$ cat config.mk
export PLATFORM = sky130hd
export DESIGN_NAME = pattern_gen
export DESIGN_NICKNAME = d
export VERILOG_FILES = /design/src/rtl/pattern_gen.sv
export SDC_FILE = /design/constraint.sdc
export NUM_CORES = 1
export LEC_CHECK = 0
export BUFFER_PORTS_ARGS = -buffer_cell sky130_fd_sc_hd__buf_2
export CORE_MARGIN = 2
export CORE_UTILIZATION = 35
export DETAILED_ROUTE_END_ITERATION = 10
export HOLD_SLACK_MARGIN = 0.05
export PLACE_DENSITY_LB_ADDON = 0.15
export SETUP_SLACK_MARGIN = 0.1
export SLEW_MARGIN = 25
export SYNTH_ARGS = -nofsm -noshare
export SYNTH_HDL_FRONTEND = slang
export SYNTH_SLANG_ARGS = --single-unit
$ cat constraint.sdc
create_clock -name clk -period 3.29 [get_ports clk]
set_input_delay 0.8225 -clock clk [delete_from_list [all_inputs] [get_ports clk]]
set_output_delay 0.8225 -clock clk [all_outputs]
set_load 0.02 [all_outputs]
$ cat src/rtl/pattern_gen.sv
// pattern_gen: drives stimulus patterns to a pattern detector and waits for
// its match flag. Each pattern carries a fixed target field taken from code
// plus five free bits from a 5-bit LFSR, so successive patterns differ in
// the bits the detector should ignore.
module pattern_gen #(
    parameter int unsigned TIMEOUT   = 8,        // WAIT_ACK cycles before giving up, 1..255
    parameter logic [4:0]  LFSR_SEED = 5'b10101  // must be nonzero
) (
    input  logic       clk,
    input  logic       rstn,
    input  logic       start,
    input  logic [2:0] code,
    input  logic [3:0] count,
    output logic [3:0] a_out,
    output logic [3:0] b_out,
    output logic       valid,
    input  logic       status_in,
    output logic       status_clr,
    output logic       busy,
    output logic       done,
    output logic       timeout_err,
    output logic [3:0] match_cnt
);

    typedef enum logic [2:0] {
        IDLE     = 3'd0,
        DRIVE    = 3'd1,
        WAIT_ACK = 3'd2,
        CLEAR    = 3'd3,
        FINISH   = 3'd4,
        ERROR    = 3'd5
    } state_t;

    // Value of the wait counter on the TIMEOUT-th WAIT_ACK cycle (counter
    // starts at 0 on entry), i.e. the last cycle a match is still accepted.
    localparam logic [7:0] WAIT_LAST = 8'(TIMEOUT - 1);

    state_t     state;
    state_t     next_state;
    logic [2:0] code_q;      // latched target pattern
    logic [3:0] remaining;   // patterns still to be acknowledged
    logic [7:0] wait_cnt;    // cycles spent in the current WAIT_ACK
    logic [4:0] lfsr;        // free-bit generator, x^5+x^3+1
    logic [4:0] pat_q;       // free bits of the pattern on the wire
    logic [3:0] match_q;
    logic       err_q;

    logic       accept;      // start taken in IDLE
    logic       ack;         // detector acknowledged the current pattern
    logic       expire;      // last wait cycle passed without acknowledgement
    logic [4:0] free_bits;

    assign accept = (state == IDLE) && start;
    assign ack    = (state == WAIT_ACK) && status_in;
    assign expire = (state == WAIT_ACK) && !status_in && (wait_cnt == WAIT_LAST);

    // State register.
    // NOTE: sequential state uses non-blocking assignments so every flop
    // samples pre-edge values regardless of block evaluation order.
    always_ff @(posedge clk or negedge rstn) begin
        if (!rstn) state <= IDLE;
        else       state <= next_state;
    end

    // Next-state logic; a same-cycle match wins over the timeout.
    always_comb begin
        next_state = state;
        unique case (state)
            IDLE:     if (start) next_state = (count == 4'd0) ? FINISH : DRIVE;
            DRIVE:    next_state = WAIT_ACK;
            WAIT_ACK: begin
                if (status_in)                    next_state = CLEAR;
                else if (wait_cnt == WAIT_LAST)   next_state = ERROR;
            end
            CLEAR:    next_state = (remaining != 4'd0) ? DRIVE : FINISH;
            FINISH:   next_state = IDLE;
            ERROR:    next_state = IDLE;
            default:  next_state = IDLE;
        endcase
    end

    // Burst bookkeeping: latched request, remaining count, match count, error flag.
    // NOTE: every register here is a plain flop with a reset value; there is
    // no storage array, so resetting all of it costs nothing special.
    always_ff @(posedge clk or negedge rstn) begin
        if (!rstn) begin
            code_q    <= 3'd0;
            remaining <= 4'd0;
            match_q   <= 4'd0;
            err_q     <= 1'b0;
        end else begin
            if (accept) begin
                code_q    <= code;
                remaining <= count;
                match_q   <= 4'd0;
                err_q     <= 1'b0;
            end
            if (ack) begin
                remaining <= remaining - 4'd1;
                match_q   <= match_q + 4'd1;   // wraps 15 -> 0
            end
            if (expire) err_q <= 1'b1;
        end
    end

    // Wait counter: cleared in DRIVE, which is the only way into WAIT_ACK.
    always_ff @(posedge clk or negedge rstn) begin
        if (!rstn)                  wait_cnt <= 8'd0;
        else if (state == DRIVE)    wait_cnt <= 8'd0;
        else if (state == WAIT_ACK) wait_cnt <= wait_cnt + 8'd1;
    end

    // LFSR advances once per DRIVE; the value shown in DRIVE is kept for WAIT_ACK.
    always_ff @(posedge clk or negedge rstn) begin
        if (!rstn) begin
            lfsr  <= LFSR_SEED;
            pat_q <= 5'd0;
        end else if (state == DRIVE) begin
            lfsr  <= {lfsr[3:0], lfsr[4] ^ lfsr[2]};
            pat_q <= lfsr;
        end
    end

    assign free_bits = (state == DRIVE) ? lfsr : pat_q;

    // Output decode from the current state.
    // NOTE: all outputs get a default before the case so no path leaves one
    // unassigned, which would otherwise infer a latch.
    always_comb begin
        valid      = 1'b0;
        a_out      = 4'd0;
        b_out      = 4'd0;
        status_clr = 1'b0;
        done       = 1'b0;
        busy       = (state != IDLE);
        unique case (state)
            DRIVE, WAIT_ACK: begin
                valid = 1'b1;
                a_out = {code_q[1:0], free_bits[1:0]};
                b_out = {free_bits[4:3], code_q[2], free_bits[2]};
            end
            CLEAR:   status_clr = 1'b1;
            ERROR:   status_clr = 1'b1;
            FINISH:  done       = 1'b1;
            default: ;
        endcase
    end

    assign timeout_err = err_q;
    assign match_cnt   = match_q;

endmodule

==> results of run 1 <==
## through the flow
stage               setup slack (ns)  cell area, um2
detailed placement             0.541            1780
global placement               0.610            1780
CTS                            0.222            1890
finish                         0.242            1890
global route                   0.122            1890
floorplan                      0.794            1610
## state kept, by name, indices dropped and copies added, names as in the netlist
signal and flops:
match_cnt 4, lfsr 5, timeout_err 1, remaining 4, pat_q 5, wait_cnt 8
state 3, code_q 3
## logic make-up after synthesis
family	Yosys count
AO/OA/AOI/OAI	35
adder cells (fa/ha/maj)	3
XOR/XNOR	2
buffers and inverters	15
multiplexers	3
AND/OR/NAND/NOR	86
flip-flops	33
## worst max path at each step
stage | slack, ns | end | cells after the start
after floorplan | 0.79 | a_out[2] | 7
after global placement | 0.61 | b_out[1] | 5
after detailed placement | 0.54 | a_out[3] | 5
after CTS | 0.22 | a_out[3] | 5
after global routing | 0.12 | a_out[2] | 5
final | 0.24 | a_out[2] | 5
## power groups by stage
stage / clock, mW / combinational [mW] / sequential [mW]
floorplan: 0 / 0.430 / 0.546
global placement: 0 / 0.541 / 0.573
detailed placement: 0 / 0.553 / 0.581
CTS: 0.356 / 0.554 / 0.574
global route: 0.372 / 0.610 / 0.590
finish: 0.344 / 0.545 / 0.575
## cell type report
class	count	area, um2	area share
clock buffer	7	96.3	0.0511
inverter	6	22.5	0.0119
multi-input combinational	129	717	0.380
tap	52	65.1	0.0345
timing repair buffer	29	150	0.0796
sequential	33	830	0.440
clock inverter	1	5.00	0.00265
## layer usage
layer  vias up  global-route usage  share of wire
met2        40               0.224           0.45
met4         0              0.0587          0.020
met3         7              0.0450          0.056
li1        659                   -              -
met5         -                   0              0
met1       621               0.188           0.48
## worst min-delay path: stages (launching register included)
cell and delay, ns:
dfrtp_1 0.34, nand2_1 0.05, nand2_1 0.06
## cell usage in the layout, fill, tap and decap left out, drive strengths merged, types with 4 or more instances in the layout
master,n
o21ai,15
nor3,4
nand2,46
clkbuf,7
nand3,5
nor2,8
dfrtp,30
buf,29
a21oi,10
and2,6
inv,6
==> flow_summary.json, run 1 <==
{
  "start_kind": "register",
  "finalSetupTns_ns": 0,
  "fillerInstances": 434,
  "run_status": "complete, no violations",
  "start_util": 0.366,
  "layout-drive-gt1-share": 0.224,
  "tritoncts": "yes",
  "clockPowerShare": 0.235,
  "path_delay_family": "simple AND/OR/NAND/NOR gates",
  "path_cells": "or3b_2 > and2_1 > inv_2 > and2_1 > buf_2",
  "gr-total-overflow": 0,
  "p_leak_nw": 0.968,
  "grt_max_degree": 34,
  "rrSetupSlack_ns": 1.27,
  "synth_mux_area_frac": 0.0187,
  "drc_errors": 0,
  "power_switching_uw": 593,
  "antenna_left": 0,
  "drv_slew": 0,
  "max_freq_mhz": 328,
  "p_int_uw": 872,
  "die_x_um": 71.8,
  "area_growth_pct": 17.4,
  "max_stage_delay_ns": 0.64,
  "synth_top_area_share": 0.467,
  "ys_warn_count": 0,
  "crit_type": "register to primary output",
  "placementRows": 24,
  "synthArstFlopShare": 1.00,
  "wire_per_inst_um": 13.4,
  "die_area_um2": 5150,
  "fin_cells": 257,
  "vdd.ir_drop.worst_mv": 0.298,
  "powerDensity_nw_per_um2": 777,
  "end_kind": "primary output",
  "crit_start": "state[1]",
  "cpMostUsedCell": "and2_1",
  "grt_pass1_wl_um": 5780,
  "reg2reg_depth": 5,
  "gp_congestion": 0.817,
  "worstPathRequired_ns": 2.47,
  "yosys.area_share.simple": 0.268,
  "numCtsBuffers": 5,
  "synth-edff-count": 0,
  "yosys.cell_count.top_type": "nand2_1",
  "synth.distinct_cells": 40,
  "antenna_cells": 0,
  "synth_xor_area_frac": 0.0109,
  "netlist_area_um2": 1610,
  "tightest_slew_ns": 0.722,
  "holdWs_ns": 0.476,
  "synthAdderAreaFrac": 0.0234,
  "cts_resized": 0,
  "wl_um": 3450,
  "min_path_cells": 2,
  "relSlewSlack": 0.518,
  "post-cts-setup-buffers": 0,
  "synth_nets": 191,
  "synth_top_family_by_area": "simple AND/OR/NAND/NOR gates",
  "placed_cells": 249,
  "synth_common_cells": "46 x nand2_1, 30 x dfrtp_1, 15 x o21ai_0",
  "finalPower_mw": 1.46,
  "numClockSinks": 33,
  "synthTopCellsByArea": "dfrtp_1 47%, nand2_1 11%, dfstp_2 4.9%",
  "pwr-share-comb": 0.372,
  "crit_path_top_delay_cell": "or3b_2",
  "yosys_most_used_dff": "dfrtp_1",
  "finalCriticalPeriod_ns": 3.05,
  "dr.first_iter.drc_count": 73,
  "finClkSkew_ns": 0.00798,
  "core_area_um2": 4380,
  "first_pass_iters": 4,
  "cts-root-buf": "clkbuf_8",
  "hold_buffers": 0,
  "switching_share": 0.405,
  "arrival_ns": 2.23,
  "setup_viol": 0,
  "hold_end": "code_q[2]",
  "die_h_um": 71.8,
  "synth_top_cell_by_area": "dfrtp_1",
  "hold_viol": 0,
  "netlist_instances": 177,
  "drt-vias-per-instance": 5.16,
  "rsz0062_at_grt": "no",
  "antenna_found_initial": 0,
  "numPortBuffers": 27,
  "hpwl_um": 2410,
  "track_usage": 0.145,
  "clk_pin_slew_ns": 0.07,
  "r2r-end": "wait_cnt[2]",
  "ys_ff_latch": 33,
  "nets": 218,
  "p_seq_frac": 0.393,
  "worstReg2RegStart": "state[1]",
  "crit_buf_inv": 2,
  "worstHoldStart": "code_q[2]",
  "seq_area_frac_synth": 0.516,
  "cap_violations": 0,
  "clk_latency_ns": 0.28,
  "fin_util": 0.430,
  "hold_path_class": "register to register",
  "first_global_vias": 1262,
  "crit_fanout": 15,
  "io-pin-count": 28,
  "synth_compound_area_frac": 0.125,
  "h-tree-depth": 2,
  "finalCritPeriodShare": 0.926,
  "cts_buffer_depth": 2,
  "syn_area_per_cell_um2": 9.08,
  "num_vias": 1327
}
(Power assumes the default switching activity.)
==> run 2: changes to the inputs <==
Settings changed: BUFFER_PORTS_ARGS -buffer_cell sky130_fd_sc_hd__buf_2 to not set, DONT_BUFFER_PORTS set to 1.
==> run 2 against run 1 <==
Compared with the run above:
- worst setup slack better by 0.12 ns
- core utilization down 3.4 points
- via count down 8.1%
- sequential share of layout area up 3.9 points
- register-to-register slack better by 0.08 ns
- maximum frequency up 4.2%
- cell count down 11%
- critical endpoint is now b_out[1]
- largest power group unchanged
==> flow_summary.json, run 2 (synthesized netlist as in run 1, its figures left out) <==
{
  "run_status": "complete, no violations",
  "crit_path_top_delay_cell": "or3b_4",
  "path_delay_family": "simple AND/OR/NAND/NOR gates",
  "layout_common_cells": "46 x nand2_1, 29 x dfrtp_1, 15 x o21ai_0",
  "crit_type": "register to primary output",
  "nets": 191,
  "hold_viol": 0,
  "die_h_um": 71.8,
  "finalSetupTns_ns": 0,
  "place_area_um2": 1650,
  "end_kind": "primary output",
  "drc_errors": 0,
  "tightest_slew_ns": 0.675,
  "fillerInstances": 449,
  "start_util": 0.366,
  "core_area_um2": 4380,
  "dr.first_iter.drc_count": 66,
  "placementRows": 24,
  "wl_um": 3310,
  "cts-root-buf": "clkbuf_8",
  "first_global_vias": 1191,
  "hold_path_class": "input port to async pin",
  "hold_buffers": 0,
  "grt_pass1_wl_um": 5810,
  "antenna_left": 0,
  "max_stage_delay_ns": 0.52,
  "rsz0062_at_grt": "no",
  "num_vias": 1219,
  "track_usage": 0.146,
  "finalInstanceArea_um2": 1740,
  "crit_buf_inv": 1,
  "vdd.ir_drop.worst_mv": 0.214,
  "finalCritPeriodShare": 0.889,
  "powerDensity_nw_per_um2": 787,
  "largest_reg_flops": 8,
  "dr_wl_met3_um": 162,
  "drv_slew": 0,
  "antenna_found_initial": 0,
  "wl_met2_um": 1480,
  "numClockSinks": 33,
  "clk_latency_ns": 0.28,
  "h-tree-depth": 2,
  "antenna_cells": 0,
  "numPortBuffers": 0,
  "wire_per_inst_um": 14.4,
  "top_regs": "wait_cnt x8, lfsr x5, pat_q x5",
  "cap_violations": 0,
  "tritoncts": "yes",
  "gp_congestion": 0.838,
  "worstPathRequired_ns": 2.47,
  "finClkSkew_ns": 0.00558,
  "path_cells": "or3b_4 > and2_1 > inv_2 > and2_1",
  "die_area_um2": 5150,
  "first_pass_iters": 4,
  "final_common_cell": "nand2_1",
  "cts_resized": 0,
  "layout-drive-gt1-share": 0.107,
  "crit_fanout": 15,
  "max_freq_mhz": 342,
  "clk_pin_slew_ns": 0.07,
  "grt_max_degree": 34,
  "drt-vias-per-instance": 5.30,
  "p_leak_nw": 0.831,
  "cts_buffer_depth": 2,
  "setup_viol": 0,
  "finalCriticalPeriod_ns": 2.92,
  "hpwl_um": 2320,
  "arrival_ns": 2.10,
  "top_layer": "met4",
  "largest_register": "wait_cnt",
  "relSlewSlack": 0.549,
  "post-cts-setup-buffers": 0,
  "met1_length_um": 1620,
  "die_x_um": 71.8,
  "cpMostUsedCell": "and2_1",
  "area_growth_pct": 8.02,
  "numCtsBuffers": 5,
  "start_kind": "register",
  "gr-total-overflow": 0,
  "io-pin-count": 28
}
==> run 2: cell types whose count changed in the layout (fill, tap and decap cells not counted), sizes merged <==
cell,delta
buf,-27
clkbuf,-1
clkinv,+1
==> run 2: power by group <==
part / switching (mW) / internal, mW / leakage [nW] / total, mW
Sequential: 0.104 / 0.486 / 0.425 / 0.591
Combinational: 0.318 / 0.163 / 0.362 / 0.481
Clock: 0.147 / 0.147 / 0.0450 / 0.294
==> run 2: area by class of cell <==
type	count	area, um2	area share
inverters	6	22.5	0.0130
flip-flops and latches	33	831	0.479
multi-input cells	129	719	0.415
repair buffers	2	15.0	0.00865
clock buffers	6	72.6	0.0418
well taps	52	65.1	0.0375
clock inverters	2	10.0	0.00577
==> run 2: per-stage QoR <==
stage                     std cells  power (mW)  hold slack, ns  setup slack (ns)   util
after floorplan                 177       0.976           0.437             0.794      -
after global placement          222        1.06           0.452             0.525  0.376
after detailed placement        222        1.08           0.458             0.462  0.376
after CTS                       230        1.38           0.215             0.146  0.395
after global routing            230        1.48           0.200             0.222  0.396
final                           230        1.37           0.228             0.365  0.396
==> run 2: worst paths after layout <==
check,startpoint,end,slack (ns),cells after the start
min in group clk,pat_q[4],pat_q[4],0.47,2
worst max-delay path,state[2],b_out[1],0.37,4
worst min register to register,pat_q[4],pat_q[4],0.47,2
max in group asynchronous,rstn,lfsr[2],2.88,0
worst min-delay path,rstn,match_cnt[2],0.23,0
worst max register to register,state[2],wait_cnt[2],1.35,5
==> run 2: metal layers <==
layer	up-vias	global-route usage
met1	585	0.199
met5	-	0
li1	604	-
met4	0	0.0566
met2	24	0.215
met3	6	0.0492
==> run 3: changes to the inputs <==
Settings changed: PLACE_DENSITY_LB_ADDON 0.15 to not set.
==> run 3 against run 2 <==
Compared with the run above:
- worst setup slack improved by 0.0090 ns
- clock skew about the same
- global-route usage decreased by 1.1 points
- count of clock-buffer cells in the layout unchanged
- routed wire length decreased by 6.9%
- maximum frequency increased by 0.31%
- non-clock buffer count unchanged
- via count decreased by 1.6%
- critical path type unchanged
- critical endpoint is now a_out[2]
- largest cell class unchanged
- largest power group unchanged
==> flow_summary.json, run 3 (synthesized netlist as in run 1, its figures left out) <==
{
  "wl_um": 3080,
  "start_util": 0.366,
  "pwr-share-comb": 0.352,
  "io-pin-count": 28,
  "power_switching_uw": 559,
  "first_global_vias": 1112,
  "end_kind": "primary output",
  "powerDensity_nw_per_um2": 780,
  "hold_path_class": "input port to async pin",
  "h-tree-depth": 2,
  "finalCritPeriodShare": 0.886,
  "gp_congestion": 0.760,
  "die_h_um": 71.8,
  "relSlewSlack": 0.562,
  "area_growth_pct": 8.02,
  "p_seq_frac": 0.438,
  "final_common_cell": "nand2_1",
  "crit_type": "register to primary output",
  "drc_errors": 0,
  "largest_register": "wait_cnt",
  "drt-vias-per-instance": 5.21,
  "cts-root-buf": "clkbuf_8",
  "layout_common_cells": "46 x nand2_1, 29 x dfrtp_1, 15 x o21ai_0",
  "track_usage": 0.135,
  "hold_buffers": 0,
  "tritoncts": "yes",
  "run_status": "complete, no violations",
  "first_pass_iters": 4,
  "wire_per_inst_um": 13.4,
  "grt_max_degree": 34,
  "fin_ws_ns": 0.374,
  "hold_viol": 0,
  "drv_slew": 0,
  "cts_buffer_depth": 2,
  "largest_reg_flops": 8,
  "setup_viol": 0,
  "top_regs": "wait_cnt x8, lfsr x5, pat_q x5",
  "numCtsBuffers": 5,
  "die_x_um": 71.8,
  "numPortBuffers": 0,
  "layout-drive-gt1-share": 0.107,
  "antenna_left": 0,
  "numClockSinks": 33,
  "placementRows": 24,
  "max_freq_mhz": 343,
  "die_area_um2": 5150,
  "p_leak_nw": 0.831,
  "nets": 191,
  "seqCellArea_um2": 831,
  "grt_pass1_wl_um": 5420,
  "finalSetupTns_ns": 0,
  "crit_fanout": 15,
  "finalCriticalPeriod_ns": 2.92,
  "antenna_found_initial": 0,
  "multiInputGateArea_um2": 719,
  "p_int_uw": 795,
  "clockPowerShare": 0.211,
  "dr.first_iter.drc_count": 73,
  "clk_latency_ns": 0.28,
  "start_kind": "register",
  "switching_share": 0.413,
  "core_area_um2": 4380,
  "num_vias": 1199,
  "gr-total-overflow": 0,
  "fillerInstances": 449,
  "rsz0062_at_grt": "no",
  "clk_pin_slew_ns": 0.07,
  "vdd.ir_drop.worst_mv": 0.293,
  "worstPathRequired_ns": 2.47,
  "tightest_slew_ns": 0.656,
  "antenna_cells": 0,
  "arrival_ns": 2.09,
  "hpwl_um": 2180,
  "cap_violations": 0,
  "finClkSkew_ns": 0.00601,
  "place_ws_ns": 0.496
}
==> run 3: cell counts in the layout (fill, tap and decap cells not counted) <==
Identical to the previous run, type by type.
==> run 3: layout make-up <==
type                       count  share of cell area
tap                           52              0.0375
sequential                    33               0.479
multi-input combinational    129               0.415
inverter                       6              0.0130
clock inverter                 2             0.00577
clock buffer                   6              0.0418
timing repair buffer           2             0.00865
==> run 3: critical path, cell delays in order (launching register included) <==
cell     delay [ns]
dfrtp_1        0.50
or3b_4         0.51
and2_1         0.32
inv_2          0.20
and2_1         0.27
==> run 3: path summary, 6_finish.rpt <==
path | startpoint | to | slack (ns) | cells after the start
max in group asynchronous | rstn | lfsr[4] | 2.87 | 0
min in group clk | pat_q[4] | pat_q[4] | 0.47 | 2
min reg2reg | pat_q[4] | pat_q[4] | 0.47 | 2
min | rstn | match_cnt[2] | 0.23 | 0
max reg2reg | state[0] | wait_cnt[2] | 1.36 | 5
max | state[0] | a_out[2] | 0.37 | 4
==> run 3: repair_timing <==
item                       in CTS  in global routing
resized for setup               0                  2
setup buffers                   0                  0
setup endpoints to repair       0                  6
==> run 3: power groups by stage <==
stage / Combinational (mW) / Clock (mW) / Sequential, mW
2_1_floorplan: 0.430 / 0 / 0.546
3_3_place_gp: 0.474 / 0 / 0.590
3_5_place_dp: 0.479 / 0 / 0.592
4_1_cts: 0.478 / 0.296 / 0.588
5_1_grt: 0.551 / 0.318 / 0.609
6_report: 0.476 / 0.285 / 0.593
==> run 3: through the flow <==
step / cell area [um2] / cells / utilization / hold WS [ns] / total power [mW]
floorplan: 1610 / 177 / - / 0.437 / 0.976
global placement: 1650 / 222 / 0.376 / 0.452 / 1.06
detailed placement: 1650 / 222 / 0.376 / 0.457 / 1.07
CTS: 1730 / 230 / 0.395 / 0.218 / 1.36
global route: 1740 / 230 / 0.396 / 0.203 / 1.48
finish: 1740 / 230 / 0.396 / 0.227 / 1.35
==> run 3: metal layers <==
metal / vias to the layer above / track usage / wire, um
met1: 564 / 0.188 / 1440
li1: 605 / - / -
met4: 0 / 0.0503 / 52
met5: - / 0 / 0
met2: 24 / 0.200 / 1410
met3: 6 / 0.0422 / 177
